File: src/rtl/brisc_pkg.sv
// brisc shared types and constants used across the pipeline stages.
// Fetch additions: icache FSM states, NOP encoding, icache geometry defaults.
package brisc_pkg;

    localparam int XLEN     = 32;
    localparam int REG_BITS = 5;

    typedef enum logic {
        PC_SEQ,
        FROM_A
    } pc_src_e;

    typedef enum logic [1:0] {
        IDLE,
        REQ,
        WAIT
    } icache_state_e;

    localparam logic [31:0] NOP_INSTR = 32'h0000_0013;

    localparam int ICACHE_NUM_LINES  = 4;
    localparam int ICACHE_LINE_BYTES = 16;

endpackage

File: src/rtl/icache_array.sv
// Direct-mapped icache storage: tag/valid/data arrays,
// combinational lookup and single-line synchronous refill write.
module icache_array
    import brisc_pkg::*;
#(
    parameter int XLEN       = 32,
    parameter int NUM_LINES  = ICACHE_NUM_LINES,
    parameter int LINE_BYTES = ICACHE_LINE_BYTES
) (
    input  logic                    clk,
    input  logic                    reset,
    input  logic [XLEN-1:0]         rd_addr_i,
    output logic                    hit_o,
    output logic [31:0]             rd_word_o,
    input  logic                    wr_en_i,
    input  logic [XLEN-1:0]         wr_addr_i,
    input  logic [LINE_BYTES*8-1:0] wr_line_i
);

    localparam int OFF_W  = $clog2(LINE_BYTES);
    localparam int IDX_W  = $clog2(NUM_LINES);
    localparam int TAG_W  = XLEN - OFF_W - IDX_W;
    localparam int WSEL_W = (OFF_W > 2) ? OFF_W - 2 : 1;

    logic [NUM_LINES-1:0]    valid_q;
    logic [TAG_W-1:0]        tag_q  [NUM_LINES];
    logic [LINE_BYTES*8-1:0] data_q [NUM_LINES];

    logic [IDX_W-1:0]  rd_idx;
    logic [IDX_W-1:0]  wr_idx;
    logic [TAG_W-1:0]  rd_tag;
    logic [TAG_W-1:0]  wr_tag;
    logic [WSEL_W-1:0] wsel;
    logic              unused_ok;

    assign rd_idx = rd_addr_i[OFF_W +: IDX_W];
    assign rd_tag = rd_addr_i[XLEN-1 -: TAG_W];
    assign wr_idx = wr_addr_i[OFF_W +: IDX_W];
    assign wr_tag = wr_addr_i[XLEN-1 -: TAG_W];

    // single-word lines have no word-select bits
    generate
        if (OFF_W > 2) begin : g_wsel
            assign wsel = rd_addr_i[OFF_W-1:2];
        end else begin : g_wsel_none
            assign wsel = '0;
        end
    endgenerate

    assign unused_ok = ^{rd_addr_i[1:0], wr_addr_i[OFF_W-1:0]};

    assign hit_o     = valid_q[rd_idx] && (tag_q[rd_idx] == rd_tag);
    assign rd_word_o = data_q[rd_idx][{wsel, 5'b0} +: 32];

    always_ff @(posedge clk) begin
        if (reset) begin
            valid_q <= '0;
        end else if (wr_en_i) begin
            valid_q[wr_idx] <= 1'b1;
        end
    end

    always_ff @(posedge clk) begin
        if (wr_en_i) begin
            tag_q[wr_idx]  <= wr_tag;
            data_q[wr_idx] <= wr_line_i;
        end
    end

endmodule

File: src/rtl/fetch_unit.sv
// Fetch stage: PC register, icache refill FSM and A-stage redirect handling.
// Define ICACHE_STATS_EN to add saturating hit/miss counters.
module fetch_unit
    import brisc_pkg::*;
#(
    parameter int              XLEN       = 32,
    parameter logic [XLEN-1:0] RESET_PC   = 32'h0000_1000,
    parameter int              NUM_LINES  = ICACHE_NUM_LINES,
    parameter int              LINE_BYTES = ICACHE_LINE_BYTES
) (
    input  logic                    clk,
    input  logic                    reset,
    input  logic                    stall_F_in,
    input  pc_src_e                 pc_src_in,
    input  logic [XLEN-1:0]         pc_target_in,
    output logic [XLEN-1:0]         pc_out,
    output logic [31:0]             instr_out,
    output logic                    icache_busy_out,
    output logic                    mem_req_out,
    output logic [XLEN-1:0]         mem_addr_out,
    input  logic                    mem_ready_in,
    input  logic [LINE_BYTES*8-1:0] mem_data_in
`ifdef ICACHE_STATS_EN
    ,
    output logic [31:0]             hit_count_out,
    output logic [31:0]             miss_count_out
`endif
);

    localparam int OFF_W = $clog2(LINE_BYTES);

    icache_state_e   state_q, state_d;
    logic [XLEN-1:0] pc_q, pc_d;
    logic [XLEN-1:0] addr_q, addr_d;
    logic [XLEN-1:0] pend_q, pend_d;
    logic            pend_vld_q, pend_vld_d;

    logic            hit;
    logic [31:0]     word;
    logic            redirect;
    logic            refill_done;
    logic [XLEN-1:0] target;
    logic [XLEN-1:0] line_addr;
    logic            unused_ok;

    assign redirect    = (pc_src_in == FROM_A);
    assign target      = {pc_target_in[XLEN-1:2], 2'b00};
    assign line_addr   = {pc_q[XLEN-1:OFF_W], {OFF_W{1'b0}}};
    assign refill_done = (state_q == WAIT) && mem_ready_in;
    assign unused_ok   = ^pc_target_in[1:0];

    // refill writes use the latched request address, not the live PC
    icache_array #(
        .XLEN       (XLEN),
        .NUM_LINES  (NUM_LINES),
        .LINE_BYTES (LINE_BYTES)
    ) u_array (
        .clk       (clk),
        .reset     (reset),
        .rd_addr_i (pc_q),
        .hit_o     (hit),
        .rd_word_o (word),
        .wr_en_i   (refill_done && !reset),
        .wr_addr_i (addr_q),
        .wr_line_i (mem_data_in)
    );

    always_comb begin
        state_d    = state_q;
        pc_d       = pc_q;
        addr_d     = addr_q;
        pend_d     = pend_q;
        pend_vld_d = pend_vld_q;
        unique case (state_q)
            IDLE: begin
                // a redirect re-looks-up next cycle instead of refilling a stale PC
                if (redirect) begin
                    pc_d = target;
                end else if (!hit) begin
                    state_d = REQ;
                    addr_d  = line_addr;
                end else if (!stall_F_in) begin
                    pc_d = pc_q + XLEN'(4);
                end
            end
            REQ: begin
                state_d = WAIT;
                if (redirect) begin
                    pend_d     = target;
                    pend_vld_d = 1'b1;
                end
            end
            WAIT: begin
                if (redirect) begin
                    pend_d     = target;
                    pend_vld_d = 1'b1;
                end
                if (mem_ready_in) begin
                    state_d    = IDLE;
                    pend_vld_d = 1'b0;
                    if (redirect) begin
                        pc_d = target;
                    end else if (pend_vld_q) begin
                        pc_d = pend_q;
                    end
                end
            end
            default: state_d = IDLE;
        endcase
    end

    always_ff @(posedge clk) begin
        if (reset) begin
            state_q    <= IDLE;
            pc_q       <= RESET_PC;
            addr_q     <= '0;
            pend_q     <= '0;
            pend_vld_q <= 1'b0;
        end else begin
            state_q    <= state_d;
            pc_q       <= pc_d;
            addr_q     <= addr_d;
            pend_q     <= pend_d;
            pend_vld_q <= pend_vld_d;
        end
    end

    assign pc_out          = pc_q;
    assign mem_req_out     = (state_q == REQ);
    assign mem_addr_out    = addr_q;
    assign icache_busy_out = (state_q != IDLE) || !hit;
    assign instr_out       = ((state_q == IDLE) && hit) ? word : NOP_INSTR;

`ifdef ICACHE_STATS_EN
    logic [31:0] hit_cnt_q;
    logic [31:0] miss_cnt_q;

    always_ff @(posedge clk) begin
        if (reset) begin
            hit_cnt_q  <= '0;
            miss_cnt_q <= '0;
        end else begin
            if ((state_q == IDLE) && hit && !stall_F_in && (hit_cnt_q != '1)) begin
                hit_cnt_q <= hit_cnt_q + 32'd1;
            end
            if ((state_q == IDLE) && (state_d == REQ) && (miss_cnt_q != '1)) begin
                miss_cnt_q <= miss_cnt_q + 32'd1;
            end
        end
    end

    assign hit_count_out  = hit_cnt_q;
    assign miss_count_out = miss_cnt_q;
`endif

endmodule
File: config.mk
export PLATFORM = sky130hd
export DESIGN_NAME = fetch_unit
export DESIGN_NICKNAME = d
export VERILOG_FILES = /design/src/rtl/brisc_pkg.sv /design/src/rtl/icache_array.sv /design/src/rtl/fetch_unit.sv
export SDC_FILE = /design/constraint.sdc
export NUM_CORES = 1
export LEC_CHECK = 0
export CAP_MARGIN = 40
export CELL_PAD_IN_SITES_DETAIL_PLACEMENT = 1
export CELL_PAD_IN_SITES_GLOBAL_PLACEMENT = 1
export CORE_ASPECT_RATIO = 0.75
export CORE_MARGIN = 1.5
export CORE_UTILIZATION = 49
export CTS_BUF_LIST = sky130_fd_sc_hd__clkbuf_4 sky130_fd_sc_hd__clkbuf_8 sky130_fd_sc_hd__clkbuf_16
export DETAILED_ROUTE_END_ITERATION = 8
export PLACE_DENSITY_LB_ADDON = 0.12
export SETUP_SLACK_MARGIN = 0.02
export SLEW_MARGIN = 20
export SYNTH_ARGS = -nofsm -noshare
export SYNTH_HDL_FRONTEND = slang
export SYNTH_SLANG_ARGS = --single-unit
export TNS_END_PERCENT = 100
File: constraint.sdc
create_clock -name clk -period 24.9 [get_ports clk]
set_input_delay 2.49 -clock clk [delete_from_list [all_inputs] [get_ports clk]]
set_output_delay 2.49 -clock clk [all_outputs]
set_load 0.03 [all_outputs]
=== Word-level counts from Yosys, hierarchy flattened ===
Memory sizes are Yosys's and may differ from the RTL's. A register that Yosys moved wholly into a read port is not among the register bits.
Index checks and enable logic that the tools add are counted.

* $add $sub $neg: 1
* $lt $le $gt $ge: 3
* Eq/ne operators: 9
* Shift-type cells: 1
* Mux-type cells: 25
* Bitwise gates (word level): 3
* Reduce and logical (&&, ||, !) cells: 17

{| class="wikitable"
|+ Operator list
! operator !! count
|-
| two-way mux 32 bit || 7
|-
| indexed part select 128 x 8 -> 32 bit || 1
|-
| case mux 32 bit (2 select lines) || 1
|-
| adder 32 x 3 -> 32 bit, second input constant || 1
|-
| == test 26 bit || 1
|-
| two-way mux 2 bit || 7
|-
| != test 3 bit, second input constant || 3
|-
| less-than comparator 2 x 3 -> 1 bit, second input constant || 2
|-
| two-way mux 1 bit || 6
|-
| != test 2 bit, second input constant || 3
|-
| case mux 2 bit (3 select lines) || 1
|-
| AND reduction 3 bit || 2
|-
| nonzero test 2 bit || 3
|-
| logical AND 1 bit || 5
|-
| AND reduction 5 bit || 1
|-
| OR 4 bit || 1
|-
| binary-select mux 1 bit (select 2 bit) || 1
|-
| demux 1 bit (select 2 bit) || 1
|-
| == test 2 x 1 -> 1 bit, second input constant || 1
|-
| == test 2 bit, second input constant || 1
|-
| >= comparator 2 x 1 -> 1 bit, second input constant || 1
|-
| logical NOT 1 bit || 2
|-
| logical NOT 2 bit || 1
|-
| inverter 1 bit || 2
|-
| other kinds (4) || 4
|}

* Bits in registers: 97
* RAM bits: 616
* Input bits: 165
* Output and inout port bits: 98
* Word-level logic and storage cells: 67
* Memories kept: 2

{| class="wikitable"
|+ Memories
! memory !! words !! width !! read ports !! clocked after Yosys merged registers in !! write ports !! RTL line !! RTL
|-
| u_array.data_q || 4 || 128 || 1 || 1 || 1 || icache_array.sv:27 || <nowiki>logic [LINE_BYTES*8-1:0] data_q [NUM_LINES];</nowiki>
|-
| u_array.tag_q || 4 || 26 || 1 || 1 || 1 || icache_array.sv:26 || <nowiki>logic [TAG_W-1:0] tag_q [NUM_LINES];</nowiki>
|}

=== Longest topological paths before layout ===
* Depth after elaboration: 8
* Depth in mapped cells: 14

=== Cells and area by module ===
Synthesis repeated with hierarchy kept, for this count alone.

* Cell total of the unflattened synthesis: 1,610
* Area total of the unflattened synthesis: 28,319.7 um^2

{| class="wikitable"
|+ Modules (own cells, without submodules)
! module !! instances !! cells each !! area an instance (um^2) !! sequential area each (um^2)
|-
| icache_array || 1 || 944 || 23,572.6 || 18,577.8
|-
| fetch_unit || 1 || 666 || 4,747.1 || 1,821.7
|}

=== Worst setup path before layout ===
No wires, ideal clock.

* Kind: input to register
* From: in reset
* To: mem u_array.data_q[0][0] (netlist bit), enable pin
* Library setup time: 1.047 ns
* Arrival time: 17.263 ns
* Required time: 23.853 ns
* Path slack: 6.590 ns
* Stages on the path: 2
* Cell sequence: clkbuf_1 > nor4_1

* Word-level cells in the longest chain between the ends: 4

{| class="wikitable"
|+ RTL lines
! what !! RTL line !! RTL
|-
| start: declaration || fetch_unit.sv:12 || <nowiki>input logic reset,</nowiki>
|-
| logical NOT 1 bit || fetch_unit.sv:63 || <nowiki>.wr_en_i (refill_done && !reset),</nowiki>
|-
| logical AND 1 bit || fetch_unit.sv:63 ||
|-
| two-way mux 1 bit || icache_array.sv:64 || <nowiki>if (wr_en_i) begin</nowiki>
|-
| two-way mux 1 bit (not written as such) || icache_array.sv:66 || <nowiki>data_q[wr_idx] <= wr_line_i;</nowiki>
|-
| end: declaration || icache_array.sv:27 ||
|}

Every way passes these cells.

==> results by group <==
Run status
  – Status: finished clean

Critical path
  – Critical-path cell with the highest stage delay: nor4_1
  – WP data required: 22.41 ns
  – Most Frequent Cell on Critical Path: buf_16
  – Startpoint types: flop
  – WP data arrival: 5.44 ns
  – CP cell instances: buf_16, buf_4, buf_16, mux2i_1, o22ai_1, o21ai_0, nand4_1, nor4_1, and3_2, nand2_1, or2_2, clkdlybuf4s50_1
  – Crit Path Class: reg -> out
  – Maximum cell stage delay along the critical path: ~0.65 ns
  – CP max FO: 42
  – Worst setup EP type: output pin

Finish
  – Register Area: approximately 20,000 um^2
  – Nets: 2,021
  – Fill count: roughly 5,100
  – Layout cells sized above 1: 19.1%
  – Multi-input gate area: 7460 um^2
  – Area grow syn2layout: 20.7%

Route
  – Routed Antenna Nets: 0
  – Vias: between 15,000 and 20,000
  – Vias per cell: around 5.8
  – Residual DRC: 0
  – Iteration-0 DRC Markers: 1,414
  – DR WL/cell: approximately 26 um
  – Post-Route WL: approximately 70 mm
  – Pre-antenna DRT Iters: 5

STA
  – Final Hold Viols: 0
  – Fin Setup TNS: 0 ns
  – Final worst path period need: 7.93 ns
  – Hold WS: roughly 0.46 ns
  – Max Freq: 0.126 GHz
  – Slew Limit Fails: 0
  – Final setup viols: 0
  – RSZ-0062 raised after global routing: false
  – Slew @ Worst Pin: approximately 0.90 ns
  – Slew HR: 40.0%
  – Period utilisation layout: a little under a third
  – Layout Skew: approximately 0.025 ns

Clock network
  – Htree depth: 3
  – Clock Sinks: about 700
  – Max Root-Sink Buffers: 3
  – Setup bufs post-CTS: 0
  – Post-CTS Hold Buffers: 0
  – Clk Latency, worst-skew pair: 0.61 ns
  – CTS Buf Count: 71
  – Clock root buffer: clkbuf_16
  – Clk slew on worst S/H paths: about 0.06 ns
  – CTS-repair resized insts: 0
  – CTS tree: built

Floorplanning
  – Die Ht: between 200 and 250 um
  – Area of the core: 57,300 um^2
  – Row cnt: 76
  – Starting Density: between 40% and 50%
  – Die width: around 280 um
  – Die area: 59,500 um^2
  – Boundary Pins: ~260

Run
  – Max-Cap Viols: 0

Yosys
  – Syn Inst Count: 1,590
  – Sequential-to-total area share from yosys stat: a little under three quarters
  – Synth area leader: edfxtp_1
  – Async S/R FF share, synth: 0%
  – Prevailing post-synth register cell: edfxtp_1
  – Post-synth top area share: about two thirds
  – Most common cell in the netlist: edfxtp_1
  – Synth warn: 0
  – Number of distinct library cells after synthesis: 60
  – Number of synthesized flops with an enable pin: 616
  – Top post-synthesis cells by area: edfxtp_1 (65%), mux4_2 (13%), dfxtp_1 (6.8%)
  – Avg Synthesized Cell Area: 17.9 um^2
  – Most common library cells after synthesis: edfxtp_1 (616), mux4_2 (168), nand2_1 (101)
  – Synthesized area: between 20,000 and 30,000 um^2
  – Yosys reg bits: between 700 and 800

Global route
  – Global-route wire length before repair: ~100 mm
  – Vias in the first global route: approximately 16,000
  – Largest net degree at the start of global routing: roughly 140
  – GRT Resource Usage Total: 23.8%
  – Total global routing overflow: 0
  – Initial antenna violation count: 9

Hold path
  – Hold Path Class: reg -> reg
  – Min-delay src: pend_q[12]

Placement
  – Post-DP HPWL: 43.2 mm
  – GP Congestion: between 0.8 and 0.9
  – Port bufs: roughly 250

Pwr
  – Leakage: about 11 nW
  – Maximum VDD drop: ~0.063 mV
  – Power Density: a little over 80 nW/um^2
-- worst max-delay path, delay by kind of cell (launching register included) --
family | cells | cell delay, ns
compound gates | 2 | 0.38
flops | 1 | 0.52
simple gates | 5 | 2.01
buf+inv | 4 | 1.52
mux | 1 | 0.31
-- power breakdown --
group	switching (mW)	internal (mW)	leakage [nW]	total [mW]
logic	0.183	0.173	3.41	0.357
registers	0.0352	1.32	6.42	1.35
clock network	0.449	0.605	1.14	1.05
-- cell usage in the layout (no fill, tap or decap), types with 28 or more instances in the layout --
master             n
edfxtp_1         616
nor2_1            88
mux4_2           168
mux2i_1           78
and3_1            33
nand2_1          101
a211oi_1          29
o21ai_0           28
buf_4             36
a21oi_1           78
dfxtp_1           93
clkdlybuf4s50_1  252
clkbuf_16         72
-- per-layer routing --
metal / GRT usage (%) / up-vias / wire, um
met5: 0 / - / 45
met4: 5.48 / 6 / 1200
met3: 4.77 / 85 / 4140
met2: 36.9 / 454 / 33100
met1: 35.1 / 8170 / 31400
li1: - / 6852 / -
-- state kept, by name, indices dropped and copies added, names as in the netlist, named ones only --
signal / count
u_array.tag_q: 104
pend_q: 30
mem_addr_out: 28
u_array.data_q: 512
pc_out: 30
state_q: 2
pend_vld_q: 1
u_array.valid_q: 4
-- cells by family (layout without fill, tap and decap cells) --
kind of cell / Yosys count / after routing / synth area share, %
other: 1 / 13 / 0.0132
and+or+nand+nor: 286 / 286 / 4.65
muxes: 254 / 254 / 16.4
AOI/OAI and AO/OA: 176 / 176 / 3.85
DFF: 713 / 713 / 71.9
adders and majority gates: 4 / 4 / 0.176
buffers and inverters: 125 / 434 / 2.03
xor gates and xnor gates: 31 / 31 / 0.956
-- through the flow --
stage                     utilization [%]  std cells  cell area [um^2]  worst slack [ns]  total power [mW]
final                                59.8       2691             34300             16.97              2.76
after CTS                            59.7       2683             34300             16.53              2.79
after global routing                 59.8       2685             34300             16.64              2.85
after detailed placement             55.8       2558             32000             17.24              1.73
after global placement               55.3       2548             31700             16.95              1.72
after floorplan                         -       1595             28400              6.59              1.59
-- path summary, 6_finish.rpt --
kind	endpoint	slack, ns	depth (start not counted)
hold / removal	pend_q[12]	0.46	2
setup / recovery	instr_out[1]	16.97	12
hold reg to reg	pend_q[12]	0.46	2
setup reg to reg	flop	20.36	13
-- area by class of cell --
cell class	instances	area share (%)
inverter	9	0.0985
clock inverter	26	0.777
tap	780	2.84
antenna	7	0.0511
clock buffer	99	5.90
sequential	713	59.6
timing repair buffer	300	8.97
multi-input combinational	757	21.7
(Power assumes the default switching activity.)
